File: src/rtl/aes_byte_tx.sv
// Byte-serial block output: byte 0 first, optional NBYTES header byte; first byte 1 cycle after accept.
// Double-buffered (cur + pend) so blocks stream back-to-back; out_data/out_last hold while out_ready is low.
module aes_byte_tx #(
  parameter int NBYTES = 16,
  parameter int HDR_EN = 0
) (
  input  logic                  clk,
  input  logic                  reset,
  input  logic                  blk_valid,
  output logic                  blk_ready,
  input  logic [8*NBYTES-1:0]   blk_data,
  output logic                  out_valid,
  input  logic                  out_ready,
  output logic [7:0]            out_data,
  output logic                  out_last,
  output logic                  busy,
  output logic                  blk_done
);

  localparam int              CW       = $clog2(NBYTES + 1);
  localparam logic [CW-1:0]   LAST_IDX = CW'(NBYTES - 1);
  localparam logic [7:0]      HDR_BYTE = 8'(NBYTES);

  typedef enum logic [1:0] {
    IDLE = 2'd0,
    HDR  = 2'd1,
    SEND = 2'd2
  } state_t;

  localparam state_t FIRST = (HDR_EN != 0) ? HDR : SEND;

  state_t                r_state;
  state_t                w_state_nxt;
  logic [8*NBYTES-1:0]   r_cur;
  logic [8*NBYTES-1:0]   r_pend;
  logic                  r_pend_full;
  logic [CW-1:0]         r_cnt;
  logic                  r_done;

  logic w_xfer;
  logic w_acc;
  logic w_at_last;
  logic w_final;
  logic w_load_in;
  logic w_load_pend;
  logic w_to_pend;
  logic w_shift;

  assign out_valid = (r_state != IDLE);
  assign blk_ready = !r_pend_full;
  assign busy      = (r_state != IDLE) || r_pend_full;
  assign blk_done  = r_done;
  assign out_last  = w_at_last;

  assign w_xfer    = out_valid && out_ready;
  assign w_acc     = blk_valid && !r_pend_full;
  assign w_at_last = (r_state == SEND) && (r_cnt == LAST_IDX);
  assign w_final   = w_at_last && w_xfer;

  always_comb begin
    out_data = 8'h00;
    case (r_state)
      HDR:     out_data = HDR_BYTE;
      SEND:    out_data = r_cur[7:0];
      default: out_data = 8'h00;
    endcase
  end

  always_comb begin
    w_state_nxt = r_state;
    w_load_in   = 1'b0;
    w_load_pend = 1'b0;
    w_to_pend   = 1'b0;
    w_shift     = 1'b0;
    case (r_state)
      IDLE: begin
        if (w_acc) begin
          w_load_in   = 1'b1;
          w_state_nxt = FIRST;
        end
      end
      HDR: begin
        w_to_pend = w_acc;
        if (w_xfer) begin
          w_state_nxt = SEND;
        end
      end
      SEND: begin
        // Final byte: refill cur from pend first, else from a same-cycle accept.
        if (w_final) begin
          if (r_pend_full) begin
            w_load_pend = 1'b1;
            w_state_nxt = FIRST;
          end else if (w_acc) begin
            w_load_in   = 1'b1;
            w_state_nxt = FIRST;
          end else begin
            w_state_nxt = IDLE;
          end
        end else begin
          w_to_pend = w_acc;
          w_shift   = w_xfer;
        end
      end
      default: w_state_nxt = IDLE;
    endcase
  end

  always_ff @(posedge clk or negedge reset) begin
    if (!reset) begin
      r_state <= IDLE;
    end else begin
      r_state <= w_state_nxt;
    end
  end

  always_ff @(posedge clk or negedge reset) begin
    if (!reset) begin
      r_cur       <= '0;
      r_pend      <= '0;
      r_pend_full <= 1'b0;
      r_cnt       <= '0;
      r_done      <= 1'b0;
    end else begin
      r_done <= w_final;
      if (w_load_in) begin
        r_cur <= blk_data;
        r_cnt <= '0;
      end else if (w_load_pend) begin
        r_cur <= r_pend;
        r_cnt <= '0;
      end else if (w_shift) begin
        r_cur <= r_cur >> 8;
        r_cnt <= r_cnt + CW'(1);
      end
      if (w_load_pend) begin
        r_pend_full <= 1'b0;
      end else if (w_to_pend) begin
        r_pend      <= blk_data;
        r_pend_full <= 1'b1;
      end
    end
  end

endmodule

File: config.mk
export PLATFORM = sky130hd
export DESIGN_NAME = aes_byte_tx
export DESIGN_NICKNAME = d
export VERILOG_FILES = /design/src/rtl/aes_byte_tx.sv
export SDC_FILE = /design/constraint.sdc
export NUM_CORES = 1
export LEC_CHECK = 0
export BUFFER_PORTS_ARGS = -buffer_cell sky130_fd_sc_hd__buf_2
export CORE_MARGIN = 3
export CORE_UTILIZATION = 25
export CTS_CLUSTER_DIAMETER = 80
export CTS_CLUSTER_SIZE = 20
export DETAILED_ROUTE_END_ITERATION = 10
export PLACE_DENSITY_LB_ADDON = 0.12
export SLEW_MARGIN = 15
export SYNTH_ARGS = -nofsm -noshare
export SYNTH_HDL_FRONTEND = slang
export SYNTH_SLANG_ARGS = --single-unit
File: constraint.sdc
create_clock -name clk -period 4.99 [get_ports clk]
set_input_delay 0.7485 -clock clk [delete_from_list [all_inputs] [get_ports clk]]
set_output_delay 0.7485 -clock clk [all_outputs]
set_load 0.05 [all_outputs]
==> impl_metrics.yaml <==
logic_synthesis:
  syn-num-nets: 1417
  syn_inst: 1283
  synth_area_per_cell_um2: 9.60
  synth.distinct_cells: 31
  seq_area_frac_synth_pct: 53.6
  yosysWarningCount: 0
  ys_seq_elements: 264
  syn_area_mm2: 0.0123
clock_tree:
  tritoncts: "yes"
  clock_sinks: 264
  cts_max_level: 1
  post-cts-setup-buffer-count: 0
  clk_pin_slew_worst_paths_ps: 80
  cts_made_buffers: 24
  ctsHoldBuffers: 0
  cts.repair.resized: 0
  cts_root_buf: "clkbuf_16"
  clk_latency_ps: 550
  cts.path.max_buffers: 3
timing:
  skew_ps: 20.8
  slew_viol_final: 0
  hold_viol_final: 0
  worst_pin_slew_ps: 964
  finalCritPeriodShare_pct: 62.1
  fmax_mhz: 323
  rsz0062_at_grt: "false"
  finalSetupViolations: 0
  finalCriticalPeriod_ps: 3100
  slew_headroom_pct: 35.7
  setup_tns_ps: 0
placed_design:
  dp_hpwl_mm: 21.1
  postPlaceCellArea_mm2: 0.0135
  place_inst: 2000
  routabilityCongestion: 0.680
  portBuffers: 144
setup_path:
  crit_path_end_kind: "register"
  worstReg2RegStart: "r_cnt[0]$_DFFE_PN0P_"
  critical-path-slowest-cell: "nand3_4"
  critical_path_buf_inv_count: 1
  cp.required_ps: 5410
  crit_chain: "ha_1 -> and3_1 -> ha_1 -> a21boi_4 -> nand3_4 -> buf_12 -> mux2_2"
  cp_top_family: "simple AND/OR/NAND/NOR gates"
  path_class: "reg -> reg"
  cp-start-kind: "register"
  crit_path_max_incr_delay_ps: 680
  cp_max_fo: 51
  cpMostUsedCell: "ha_1"
  crit_arrival_ps: 3520
  cp-startpoint: "r_cnt[0]$_DFFE_PN0P_"
cells_and_area:
  drive_gt1_share_pct: 24.5
  final_core_util_pct: 29.8
  final_net_count: 1504
  final_cells: 2047
  finalInstanceArea_mm2: 0.0144
  area_growth_pct: 16.9
global_route:
  grt_max_degree: 121
  grt_first_pass_wirelength_mm: 56.8
  antenna_found_initial: 4
  grt.total_usage_pct: 13.5
  first_global_vias: 9842
  grt_remaining_overflow: 0
power:
  ir_worst_vdd_mv: 0.198
  cellLeakagePower_nw: 6.39
  power.density_mw_per_mm2: 330
drt:
  wirelength_mm: 35.4
  via_count: 9385
  drtIter0Drc: 355
  via_per_inst: 4.58
  drc_errors: 0
  wl_per_cell_um: 17.3
  drt_pass1_iterations: 4
  drtAntennaViolNets: 0
floorplanning:
  fp-row-count: 80
  die_h_um: 228
  die_x_um: 228
  core_area_mm2: 0.0482
  die-area_mm2: 0.0520
  initial_core_util_pct: 25.5
  io_pins: 145
job:
  cap_violations: 0
run_status:
  status: "completed"
worst_hold_path:
  hold_path.class: "in -> async"
==> worst register-to-register path, cell delays in order, from the launching register on <==
cell and delay [ps]:
dfrtp_1 410, ha_1 210, and3_1 180, ha_1 320, a21boi_4 270, nand3_4 680, buf_12 550, mux2_2 330
==> layout by cell type, fill, tap and decap left out, types with 2 or more instances in the layout <==
cell type,Yosys,final
ha_1,2,2
xor2_1,2,2
clkinvlp_4,0,2
clkbuf_16,0,25
mux2_2,128,128
and3_1,122,122
dfrtp_1,264,264
nand2_1,381,381
inv_6,0,7
diode_2,0,3
o21ai_1,172,172
buf_4,1,11
a22oi_1,8,8
buf_12,0,5
clkinv_2,0,3
and2_1,9,9
o21ai_0,71,71
inv_1,2,2
bufinv_16,0,2
buf_2,43,143
nand4_1,2,2
nor2_1,7,7
inv_8,0,2
==> report_power, final <==
part | switching (W) | leakage, nW | internal [W] | total [W]
Combinational | 0.000248 | 2.32 | 0.000155 | 0.000403
Sequential | 0.0000568 | 3.66 | 0.00223 | 0.00229
Clock | 0.000983 | 0.414 | 0.00108 | 0.00206
Total | 0.00129 | 6.39 | 0.00346 | 0.00475
==> layer usage <==
layer  GRT usage (%)  part of all wire [%]  up-vias
li1                -                     -     4533
met1            17.9                    47     4702
met2            23.5                    48      114
met3            1.88                   2.9       34
met4            3.04                   1.6        2
met5               0                 0.037        -
==> cells in the mapped netlist <==
cell      number  share of area, %
xor2_1         2              0.14
nor2_1         7              0.21
a22oi_2        1              0.10
and3_1       122               6.2
a21boi_4       1              0.15
nand4_1        2              0.10
ha_1           2              0.20
nand2b_1       1             0.051
o21ai_1      172               7.0
nand3_1        1             0.041
a22oi_1        8              0.49
inv_1          2             0.061
a211oi_1       1             0.061
or2_2          1             0.051
or2_1          1             0.051
and3b_1        1             0.071
and4_1         1             0.071
and2_1         9              0.46
buf_2         43               1.7
nand2_1      381                12
xnor2_1        1             0.071
o21ai_0       71               2.9
clkbuf_1      41               1.2
or3b_4         1             0.091
nor3_1         1             0.041
mux2_2       128                12
a22o_1         1             0.071
buf_6         14               1.3
a21oi_1        1             0.041
dfrtp_1      264                54
buf_4          1             0.061
==> final timing paths <==
path | endpoint | slack [ps] | cells after the start
hold reg to reg | r_cur[125]$_DFFE_PN0P_ | 470 | 2
hold / removal | r_pend[114]$_DFFE_PN0P_ | 250 | 1
min in group clk | r_pend[4]$_DFFE_PN0P_ | 440 | 2
setup / recovery | r_pend[31]$_DFFE_PN0P_ | 1890 | 7
max in group asynchronous | r_cur[45]$_DFFE_PN0P_ | 3730 | 2
setup reg to reg | r_pend[31]$_DFFE_PN0P_ | 1890 | 7
==> flip-flops by register name, indices dropped and copies added (netlist names) <==
signal	flops
r_cur	128
r_pend	128
r_cnt	5
blk_done	1
r_pend_full	1
r_state	1
==> cell type report <==
type | count | area, um^2
antenna | 3 | 7.51
clock inverter | 18 | 206
timing repair buffer | 160 | 913
tap | 656 | 821
fill | 5279 | 33900
multi-input combinational | 918 | 5190
inverter | 2 | 7.51
clock buffer | 26 | 639
sequential | 264 | 6610
==> kinds of logic after synthesis <==
kind of cell | synth area share, %
multiplexers | 11.7
buffers and inverters | 4.40
flip-flops | 53.6
XOR/XNOR | 0.213
AO/OA/AOI/OAI | 10.8
adder cells (fa/ha/maj) | 0.203
AND/OR/NAND/NOR | 19.0
==> per-stage QoR <==
step,power (W),setup WS (ps),hold WS [ps]
6_report,0.00475,1890,251
5_1_grt,0.00499,1700,318
4_1_cts,0.00486,1830,283
3_5_place_dp,0.00275,1860,456
3_3_place_gp,0.00275,1890,458
2_1_floorplan,0.00254,2790,439
No activity file was read; power rests on OpenSTA's default activity.
